`config.mk`:
```
export PLATFORM = sky130hd
export DESIGN_NAME = rst_seq
export DESIGN_NICKNAME = d
export VERILOG_FILES = /design/src/rtl/rst_seq.sv
export SDC_FILE = /design/constraint.sdc
export NUM_CORES = 1
export LEC_CHECK = 0
export ABC_CLOCK_PERIOD_IN_PS = 2900
export CAP_MARGIN = 40
export CORE_MARGIN = 2
export CORE_UTILIZATION = 29
export DETAILED_ROUTE_END_ITERATION = 12
export PLACE_DENSITY = 0.48
export SLEW_MARGIN = 20
export SYNTH_ARGS = -nofsm -noshare
export SYNTH_HDL_FRONTEND = slang
export SYNTH_SLANG_ARGS = --single-unit
export TNS_END_PERCENT = 50
```
`constraint.sdc`:
```
create_clock -name clk -period 2.9 [get_ports clk]
set_clock_uncertainty 0.1 [all_clocks]
set_input_delay 0.58 -clock clk [delete_from_list [all_inputs] [get_ports clk]]
set_output_delay 0.58 -clock clk [all_outputs]
set_load 0.005 [all_outputs]
```
`src/rtl/rst_seq.sv`:
```
`default_nettype none
// ============================================================================
// Module   : rst_seq
// Purpose  : Reset release sequencer at the root of a clock domain's reset
//            tree. Keeps every staged reset asserted until the PLL/MMCM lock
//            indication has been stable for LOCK_FILTER cycles, waits
//            HOLD_CYCLES, then releases stage_rst[0..NUM_STAGES-1] one at a
//            time, STAGE_GAP cycles apart. Lock loss or a software request
//            re-asserts everything.
// Ports    : clk           - domain clock
//            rst_n         - asynchronous active-low reset
//            pll_locked    - lock indication, asynchronous to clk
//            soft_rst_req  - software reset request, sampled each cycle
//            stage_rst     - active-high staged resets, bit 0 released first
//            rst_done      - high once every stage_rst bit is released
//            lock_lost_cnt - saturating count of lock-loss events
// Revision : 1.0 - initial release
// ============================================================================
module rst_seq #(
  parameter int NUM_STAGES  = 3,
  parameter int LOCK_FILTER = 8,
  parameter int HOLD_CYCLES = 1024,
  parameter int STAGE_GAP   = 16
) (
  input  logic                  clk,
  input  logic                  rst_n,
  input  logic                  pll_locked,
  input  logic                  soft_rst_req,
  output logic [NUM_STAGES-1:0] stage_rst,
  output logic                  rst_done,
  output logic [7:0]            lock_lost_cnt
);

  localparam int FILT_W = $clog2(LOCK_FILTER + 1);
  localparam int HOLD_W = $clog2(HOLD_CYCLES + 1);
  localparam int GAP_W  = $clog2(STAGE_GAP + 1);

  localparam logic [1:0] c_ST_WAIT_LOCK = 2'd0;
  localparam logic [1:0] c_ST_HOLD      = 2'd1;
  localparam logic [1:0] c_ST_RELEASE   = 2'd2;
  localparam logic [1:0] c_ST_DONE      = 2'd3;

  localparam logic [FILT_W-1:0]     c_FILT_LAST = FILT_W'(LOCK_FILTER - 1);
  localparam logic [HOLD_W-1:0]     c_HOLD_LAST = HOLD_W'(HOLD_CYCLES - 1);
  localparam logic [GAP_W-1:0]      c_GAP_LAST  = GAP_W'(STAGE_GAP - 1);
  localparam logic [NUM_STAGES-1:0] c_ALL_ONES  = {NUM_STAGES{1'b1}};
  // Stages release as a thermometer code shifting left, so the pattern
  // with only the MSB still set marks the final release.
  localparam logic [NUM_STAGES-1:0] c_MSB_ONLY  = NUM_STAGES'(1) << (NUM_STAGES - 1);

  // --------------------------------------------------------------------------
  // Lock synchronizer
  // --------------------------------------------------------------------------
  logic r_sync1;
  logic r_sync2;
  logic w_locked_s;

  always_ff @(posedge clk or negedge rst_n) begin
    if (!rst_n) begin
      r_sync1 <= 1'b0;
      r_sync2 <= 1'b0;
    end else begin
      r_sync1 <= pll_locked;
      r_sync2 <= r_sync1;
    end
  end

  assign w_locked_s = r_sync2;

  // --------------------------------------------------------------------------
  // Registers
  // --------------------------------------------------------------------------
  logic [1:0]            r_state;
  logic [FILT_W-1:0]     r_filt_cnt;
  logic [HOLD_W-1:0]     r_hold_cnt;
  logic [GAP_W-1:0]      r_gap_cnt;
  logic [NUM_STAGES-1:0] r_stage_rst;
  logic                  r_rst_done;
  logic [7:0]            r_lost_cnt;

  logic [1:0]            w_state_nxt;
  logic [FILT_W-1:0]     w_filt_nxt;
  logic [HOLD_W-1:0]     w_hold_nxt;
  logic [GAP_W-1:0]      w_gap_nxt;
  logic                  w_lock_loss;
  logic                  w_soft;
  logic                  w_release;
  logic                  w_last_stage;
  logic [NUM_STAGES-1:0] w_stage_nxt;
  logic                  w_done_nxt;
  logic [7:0]            w_lost_nxt;

  assign w_last_stage = (r_stage_rst == c_MSB_ONLY);

  // State and counter register
  always_ff @(posedge clk or negedge rst_n) begin
    if (!rst_n) begin
      r_state    <= c_ST_WAIT_LOCK;
      r_filt_cnt <= '0;
      r_hold_cnt <= '0;
      r_gap_cnt  <= '0;
    end else begin
      r_state    <= w_state_nxt;
      r_filt_cnt <= w_filt_nxt;
      r_hold_cnt <= w_hold_nxt;
      r_gap_cnt  <= w_gap_nxt;
    end
  end

  // --------------------------------------------------------------------------
  // Next-state logic. Counters default to zero so that every state entry
  // starts its counter from a clean value; each counter leaves its state on
  // the terminal count and therefore never wraps.
  // --------------------------------------------------------------------------
  always_comb begin
    w_state_nxt = r_state;
    w_filt_nxt  = '0;
    w_hold_nxt  = '0;
    w_gap_nxt   = '0;
    w_lock_loss = 1'b0;
    w_soft      = 1'b0;
    w_release   = 1'b0;
    case (r_state)
      c_ST_WAIT_LOCK: begin
        if (w_locked_s) begin
          if (r_filt_cnt == c_FILT_LAST) begin
            w_state_nxt = c_ST_HOLD;
          end else begin
            w_filt_nxt = r_filt_cnt + 1'b1;
          end
        end
      end
      c_ST_HOLD: begin
        if (!w_locked_s) begin
          w_lock_loss = 1'b1;
          w_state_nxt = c_ST_WAIT_LOCK;
        end else if (r_hold_cnt == c_HOLD_LAST) begin
          w_release   = 1'b1;
          w_state_nxt = w_last_stage ? c_ST_DONE : c_ST_RELEASE;
        end else begin
          w_hold_nxt = r_hold_cnt + 1'b1;
        end
      end
      c_ST_RELEASE: begin
        if (!w_locked_s) begin
          w_lock_loss = 1'b1;
          w_state_nxt = c_ST_WAIT_LOCK;
        end else if (r_gap_cnt == c_GAP_LAST) begin
          w_release   = 1'b1;
          w_state_nxt = w_last_stage ? c_ST_DONE : c_ST_RELEASE;
        end else begin
          w_gap_nxt = r_gap_cnt + 1'b1;
        end
      end
      c_ST_DONE: begin
        // Lock loss takes priority over a simultaneous software request.
        if (!w_locked_s) begin
          w_lock_loss = 1'b1;
          w_state_nxt = c_ST_WAIT_LOCK;
        end else if (soft_rst_req) begin
          w_soft      = 1'b1;
          w_state_nxt = c_ST_HOLD;
        end
      end
      default: begin
        w_state_nxt = c_ST_WAIT_LOCK;
      end
    endcase
  end

  // --------------------------------------------------------------------------
  // Output next-value logic (outputs are registered below)
  // --------------------------------------------------------------------------
  always_comb begin
    w_stage_nxt = r_stage_rst;
    w_done_nxt  = r_rst_done;
    w_lost_nxt  = r_lost_cnt;
    if (w_lock_loss) begin
      w_stage_nxt = c_ALL_ONES;
      w_done_nxt  = 1'b0;
      w_lost_nxt  = (r_lost_cnt == 8'hFF) ? r_lost_cnt : r_lost_cnt + 8'd1;
    end else if (w_soft) begin
      w_stage_nxt = c_ALL_ONES;
      w_done_nxt  = 1'b0;
    end else if (w_release) begin
      w_stage_nxt = r_stage_rst << 1;
      w_done_nxt  = w_last_stage;
    end
  end

  always_ff @(posedge clk or negedge rst_n) begin
    if (!rst_n) begin
      r_stage_rst <= c_ALL_ONES;
      r_rst_done  <= 1'b0;
      r_lost_cnt  <= 8'd0;
    end else begin
      r_stage_rst <= w_stage_nxt;
      r_rst_done  <= w_done_nxt;
      r_lost_cnt  <= w_lost_nxt;
    end
  end

  assign stage_rst     = r_stage_rst;
  assign rst_done      = r_rst_done;
  assign lock_lost_cnt = r_lost_cnt;

endmodule
`default_nettype wire

```
# Yosys cells after proc, flatten, opt, wreduce, memory -nomap -nowiden
# Cells that the tools add are included.
# W data, S select, Z words.
dict set report word_totals {
  ff_bits 36
  latchBits 0
  ram_bits 0
  rom_bits 0
  elab_cells 67
  mem_count 0
}
dict set report op_classes {
  addsub 4
  n_mul 0
  div_mod_pow 0
  n_lt_le_gt_ge 0
  n_eq_ne 13
  n_shift 0
  muxes 35
  n_bitwise 1
  n_reduce_logical 5
}
# operator count
set ops {}
lappend ops {{$mux W11} 3}
lappend ops {{$mux W2} 8}
lappend ops {{$mux W5} 3}
lappend ops {{$mux W1} 13}
lappend ops {{$mux W4} 3}
lappend ops {{$add A11 B1 Y11 const B} 1}
lappend ops {{$eq A11 B10 Y1 const B} 1}
lappend ops {{$mux W3} 3}
lappend ops {{$ne A3 B3 Y1 const B} 3}
lappend ops {{$add A8 B1 Y8 const B} 1}
lappend ops {{$eq A8 B8 Y1 const B} 1}
lappend ops {{$pmux W2 S4} 1}
lappend ops {{$add A5 B1 Y5 const B} 1}
lappend ops {{$eq A5 B4 Y1 const B} 1}
lappend ops {{$reduce_and A5 Y1} 1}
lappend ops {{$add A4 B1 Y4 const B} 1}
lappend ops {{$eq A2 B2 Y1 const B} 2}
lappend ops {{$eq A4 B3 Y1 const B} 1}
lappend ops {{$ne A2 B2 Y1 const B} 2}
lappend ops {{$eq A3 B3 Y1 const B} 1}
lappend ops {{$reduce_bool A3 Y1} 1}
lappend ops {{$reduce_or A3 Y1} 1}
lappend ops {{$eq A2 B1 Y1 const B} 1}
lappend ops {{$logic_not A2 Y1} 1}
lappend ops {{3 further kinds} 3}

# Logic depth before layout (Yosys ltp)
# Gate-level depths: netlist of run 1.
dict set report logic_depth {
  depth_word 7
  ltp_mapped 6
  depth_no_buf 6
}

# Least setup slack after synthesis of run 1
# Ideal clock, no wire load.
dict set report synth_path {
  path_type {register to register}
  start {register r_state[0]}
  end {register r_stage_rst[1] (netlist: stage_rst[1])}
  setup_ps 75
  t_arrival_ps 1504
  path_slack_ps 1221
  stages_incl_launch_ff 6
  path_buffers 0
  period_less_slack_ps 1679
  path_cell_list {dfrtp_1 inv_1 ha_1 or3b_4 a21oi_4 mux2i_1}
}
dict set report synth_between {
  elab_chain_len 4
  word_cells_on_any_way 10
  classes_between {3 x eq/ne; 5 x mux; 2 x reduce/logical}
}
# element line
set synth_lines {}
lappend synth_lines {{start: declaration} 73} ;# logic [1:0] r_state;
lappend synth_lines {{start signal: assignment} 98} ;# r_state <= c_ST_WAIT_LOCK;
lappend synth_lines {{start signal: assignment} 103} ;# r_state <= w_state_nxt;
lappend synth_lines {{$eq A2 B2 Y1 or $eq A2 B1 Y1 (tied branches)} 123} ;# case (r_state)
lappend synth_lines {{$reduce_or A3 Y1 (no line) or $mux W1 (tied branches)} -}
lappend synth_lines {{$mux W1 or $mux W3 (tied branches)} -}
lappend synth_lines {{$reduce_bool A3 Y1 (no line) or $mux W3 (tied branches)} -}
lappend synth_lines {{end signal: assignment} 193} ;# r_stage_rst <= c_ALL_ONES;
lappend synth_lines {{end signal: assignment} 197} ;# r_stage_rst <= w_stage_nxt;
lappend synth_lines {{end: declaration} 77} ;# logic [NUM_STAGES-1:0] r_stage_rst;
# Several ways; a longest one is shown, not always the timed one.
# A chain may end at the register's enable or synchronous reset.

# Worst setup path in the final report of run 1
dict set report layout_path {
  start {register r_stage_rst[0] (netlist: stage_rst[0])}
  end {output port stage_rst[0]}
}
# element line
set layout_rtl {}
lappend layout_rtl {{end: declaration} 29} ;# output logic [NUM_STAGES-1:0] stage_rst,
# No word-level cell between the ends.

==> impl_results.md, run 1 <==
* Antenna violations before repair at 0
* Most common cell in the netlist: dfrtp_1
* Min Tclk post-route at 2.022 ns
* RR Startpoint: r_state[0]
* Root Buffer: clkbuf_8
* Cells after DPL at 249
* Max frequency at between 0.4 and 0.5 GHz
* Worst path arrival time at 1.34 ns
* Post-CTS Hold Fix Bufs at 0
* RSZ-0062 raised after global routing: false
* Avg Vias per Cell at 4.677
* Area Overhead vs Synth at 18.98%
* Worst Setup Start Kind: flip-flop
* Ys async rst share at 100.0%
* First-pass GRT wire length at 5761 um
* WP data required at between 2 and 2.5 ns
* Share of layout cells above drive strength 1 at 13.19%
* Total core area at 5921 um^2
* Critical Path Source: stage_rst[0]
* Global route overflow at 0
* 1st-iter DRT viols at 47
* HP Start: r_sync1
* Post-synth EDFFs at 0
* Setup CP Type: reg -> out
* Final hold viol count at 0
* Diodes inserted at 0
* Synthesized flop and latch total at 36
* Post-synth top cells: dfrtp_1 (33), nor2_1 (25), nand2_1 (13), xor2_1 (13), ha_1 (9)
* GPL Wtd Cong at 0.7475
* Mean Syn Cell Area at ~11 um^2
* Total GRT Usage at 11.20%
* Peak VDD IR at 0.4308 mV
* Die height at 82.05 um
* Slowest CP cell: dfstp_2
* Setup TNS at 0 ns
* LEAKAGE at 0.9353 nW
* Fill cell count at 571
* Hpwl dp at 2301 um
* Reg clk slew, reported paths at roughly 0.070 ns
* Post-Layout Cell Count at 257
* Clk_lat worst skew at about 0.28 ns
* Slew Limit Fails at 0
* Synth Instances at 160
* Unique masters post-synth at 37
* DRT Pass-1 Iters at 4
* Port-buffer cells at 15
* Netlist Area Pre-Place at 1767 um^2
* CP bufs+invs at 1
* Htree depth at 2
* Vias in the first global route at 1,280
* Die X at roughly 82 um
* CTS Buffer Depth at 2
* Final core utilization at 35.50%
* FP Rows at 28
* Nets at 194
* DR vias at 1,202
* Setup WS pre-CTS at 0.9714 ns
* WL per Instance at ~13 um
* Initial Utilization at ~30%
* Worst Hold Class: reg -> reg
* Maximum capacitance violations at 0
* Period utilization at between 60 and 70%
* Area leader, netlist: dfrtp_1
* Max stage delay on crit path at around 0.56 ns
* Post-synthesis sequential area ratio at 51.20%
* Synth top area cells: dfrtp_1 (47%), xor2_1 (6.4%), ha_1 (6.4%), nor2_1 (5.3%), dfstp_2 (4.5%)
* Post-synth top area share at 46.74%
* Synth warnings at 0
* I/O Pins at 16
* Worst slew pin tran at 0.4681 ns
* Final setup margin at 0.8784 ns
* Final WL at 3266 um
* Setup bufs post-CTS at 0
* Final Power at 0.001409 W
* Resize count post-CTS at 0
* Syn Nets at between 150 and 200
* Die Area at ~6700 um^2
* Relative slew slack at 68.79%
* Residual DRC count at 0
* Critical Path, Cell by Cell: clkdlybuf4s50_1
* CP Max Fanout at 4
* TritonCTS Sinks at 36
* Status: complete, no violations
* Final setup vio count at 0
* ANT nets after route at 0
* CTS tree: done
* Largest net degree at the start of global routing at 37
* Cts bufs inserted at 5
* Synth Flop Type: dfrtp_1
* PwrDens at 670.4 nW/um^2
* Crit-path leading delay family: flip-flops
* Crit end category: output port
[stage by stage]
stage | hold slack (ns) | instance area (um^2)
after floorplan | 0.1844 | 1767
final | 0.2476 | 2102
after global placement | 0.2358 | 2002
after CTS | 0.2501 | 2102
after global routing | 0.2656 | 2102
after detailed placement | 0.2347 | 2002
[kinds of logic after synthesis]
kind of cell | share of synthesized area, %
adders and majority gates | 6.374
buffers and inverters | 2.195
AOI/OAI and AO/OA | 5.737
and+or+nand+nor | 21.81
DFF | 51.20
xor gates and xnor gates | 8.923
muxes | 3.753
[sequential cells by signal (all words and copies together), names as in the netlist]
name	cells
r_filt_cnt	4
r_sync1	1
r_hold_cnt	11
stage_rst	3
r_sync2	1
lock_lost_cnt	8
r_state	2
r_gap_cnt	5
rst_done	1
[cell type report]
type                            count  area [um^2]  share of cell area, %
Inverter                            6        22.52                  1.071
Sequential cell                    36        904.6                  43.04
Multi-Input combinational cell    116        823.3                  39.17
Clock buffer                        8        100.1                  4.762
Timing Repair Buffer               16        157.7                  7.500
Tap cell                           75        93.84                  4.464
[layout by cell type (no fill, tap or decap), types with 3 or more instances in the layout]
master           count
nand4_1              5
nor3_1               6
nor2_1              25
mux2i_1              4
xnor2_1              5
nand3_1              7
and3_1               3
clkbuf_8             7
inv_1                6
ha_1                 9
dfstp_2              3
dfrtp_1             33
clkdlybuf4s50_1     15
xor2_1              13
nand2_1             13
[where the power goes]
group | switching, W | internal [W] | total (W)
clock | 0.000166 | 0.000217 | 0.000383
combinational | 0.000185 | 0.000189 | 0.000374
sequential | 0.0000795 | 0.000573 | 0.000653
total | 0.000430 | 0.000979 | 0.00141
[metal layers]
layer	GRT usage (%)	up-vias	wire length, um
met5	0	-	0
met4	4.000	0	42
met3	2.967	7	103
met2	19.11	19	1580
met1	13.57	592	1539
li1	-	584	-
[final timing paths]
path	end	slack (ns)	cells after the start
max	stage_rst[0]	0.88	1
min	r_sync2	0.25	0
max reg2reg	stage_rst[2]	1.04	5
min reg2reg	r_sync2	0.25	0
max in group asynchronous	stage_rst[2]	1.71	2
min in group asynchronous	r_hold_cnt[7]	0.63	2
Note: power is estimated with default switching activity, not from simulation.
==> run 2, diff against run 1 <==
ABC_CLOCK_PERIOD_IN_PS = 1940   (was 2900)
clock period = 1.94 ns   (was 2.9 ns; I/O delays follow)
==> impl_results.md, run 2 (synthesis results as in run 1) <==
* Setup CP Type: reg -> out
* Initial Utilization at 29.84% (unchanged)
* FF-to-FF path depth at 5 (unchanged)
* Period utilization at 94.56%
* CP bufs+invs at 1 (unchanged)
* Final setup vio count at 0 (unchanged)
* Final Power at 0.002097 W (+49%)
* Vias in the first global route at 1,247 (-2.6%)
* CTS tree: done
* Area Overhead vs Synth at 19.05% (about the same)
* Diodes inserted at 0 (unchanged)
* Resize count post-CTS at 0 (unchanged)
* Worst path arrival time at 1.35 ns (about the same)
* Crit path depth at 1 (unchanged)
* WP data required at 1.45 ns (-0.77 ns)
* Share of layout cells above drive strength 1 at 14.29% (+1.1 points)
* PwrDens at 997.0 nW/um^2 (+49%)
* Hpwl dp at 2380 um (+3.5%)
* Root Buffer: clkbuf_8
* Global route overflow at 0 (unchanged)
* Peak VDD IR at 0.4984 mV (+16%)
* Status: complete, no violations
* Die X at 82.05 um (unchanged)
* Residual DRC count at 0 (unchanged)
* Slew Limit Fails at 0 (unchanged)
* DP Area at 2002 um^2 (unchanged)
* DR vias at 1,222 (+1.7%)
* Crit end category: output port
* Crit path capture: stage_rst[0]
* CP Max Fanout at 4 (unchanged)
* Largest register FFs at 11 (unchanged)
* Post-route cell area at 2103 um^2 (about the same)
* Nets at 194 (unchanged)
* Die Area at 6732 um^2 (unchanged)
* Reg area at 904.6 um^2 (unchanged)
* Worst slew pin tran at 0.4973 ns (+0.02926 ns)
* I/O Pins at 16 (unchanged)
* Post-CTS Hold Fix Bufs at 0 (unchanged)
* GPL Wtd Cong at 0.7901 (+5.7%)
* Cts bufs inserted at 5 (unchanged)
* Setup TNS at 0 ns (unchanged)
* Total GRT Usage at 11.63% (+0.43 points)
* Setup WS pre-CTS at 0.08327 ns (-0.8882 ns)
* Final hold viol count at 0 (unchanged)
* Multi-input logic area at 830.8 um^2 (+0.91%)
* Critical Path, Cell by Cell: clkdlybuf4s50_1
* Worst Hold Class: reg -> reg
* 1st-iter DRT viols at 59 (+26%)
* Die height at 82.05 um (unchanged)
* Reg clk slew, reported paths at 0.07 ns (about the same)
* Min Tclk post-route at ~1.8 ns
* Final WL at 3322 um (+1.7%)
* WL per Instance at 12.93 um (+1.7%)
* DRT Pass-1 Iters at 4 (unchanged)
* RR Startpoint: r_state[0]
* Total core area at 5921 um^2 (unchanged)
* Avg Vias per Cell at 4.755 (+1.7%)
* Most common cell after layout, fill and taps aside: dfrtp_1
* ANT nets after route at 0 (unchanged)
* Relative slew slack at 66.84% (-2.0 points)
* Worst Setup Start Kind: flip-flop
* Maximum capacitance violations at 0 (unchanged)
* Biggest register: r_hold_cnt
* Fill cell count at 569 (-0.35%)
* TritonCTS Sinks at 36 (unchanged)
* Slowest CP cell: dfstp_2
* Final hold slack at 0.2561 ns (+0.008450 ns)
* FP Rows at 28 (unchanged)
* First-pass GRT wire length at 5844 um (+1.4%)
* Clk_lat worst skew at 0.29 ns (about the same)
* Antenna violations before repair at 0 (unchanged)
* Reg-to-reg endpoint: stage_rst[1]
* RSZ-0062 raised after global routing: false
* Most frequent cells in the layout: dfrtp_1 (33), nor2_1 (25), clkdlybuf4s50_1 (15), nand2_1 (13), xor2_1 (13)
* Max frequency at 0.5451 GHz
* Setup bufs post-CTS at 0 (unchanged)
* Htree depth at 2 (unchanged)
* Crit-path leading delay family: flip-flops
* Largest net degree at the start of global routing at 37 (unchanged)
* LEAKAGE at 0.9307 nW (-0.49%)
* Port-buffer cells at 15 (unchanged)
* CTS Buffer Depth at 2 (unchanged)
* Final setup margin at 0.1056 ns (-0.7728 ns)
* Critical Path Source: stage_rst[0]
* Setup slack, reg-to-reg at 0.13 ns (-0.91 ns)
* Max stage delay on crit path at 0.56 ns (about the same)
==> run 2: cell types whose count changed in the layout (fill, tap and decap cells not counted) <==
| cell | previous run | this run |
|---|---|---|
| clkbuf_8 | 7 | 6 |
| nor3b_2 | 0 | 1 |
| ha_2 | 0 | 1 |
| clkinvlp_4 | 0 | 1 |
| nor3b_1 | 2 | 1 |
| ha_1 | 9 | 8 |
==> run 2: metal layers <==
metal  part of all wire (%)  vias up  wire length, um  global-route usage (%)
li1                       -      587                -                       -
met3                    3.5        8              117                   3.626
met1                     46      610             1536                   14.08
met5                      0        -                0                       0
met4                    1.6        0               52                   4.500
met2                     49       17             1615                   19.27
==> run 2: cell type report <==
type / instances / area share, %
clock buffers: 7 / 4.105
clock inverters: 1 / 0.3569
inverters: 6 / 1.071
multi-input cells: 116 / 39.50
flip-flops and latches: 36 / 43.01
well taps: 75 / 4.462
repair buffers: 16 / 7.496
==> run 2: how the worst min path moves through the flow <==
stage             from                to  slack (ns)  cells past startpoint
2_1_floorplan    rst_n  lock_lost_cnt[0]      -0.008                      0
3_3_place_gp   r_sync1           r_sync2        0.24                      0
3_5_place_dp   r_sync1           r_sync2        0.25                      0
4_1_cts        r_sync1           r_sync2        0.26                      0
5_1_grt        r_sync1           r_sync2        0.27                      0
6_report       r_sync1           r_sync2        0.26                      0
==> run 2: power breakdown <==
group | internal, W | leakage (nW) | switching [W] | total, W
registers | 0.000856 | 0.474 | 0.000122 | 0.000978
clock network | 0.000288 | 0.0445 | 0.000264 | 0.000553
logic | 0.000286 | 0.413 | 0.000280 | 0.000566
==> run 2: per-stage QoR <==
stage | cells | utilization, %
floorplan | 160 | -
global placement | 249 | 33.81
detailed placement | 249 | 33.81
CTS | 257 | 35.40
global route | 257 | 35.52
finish | 257 | 35.52
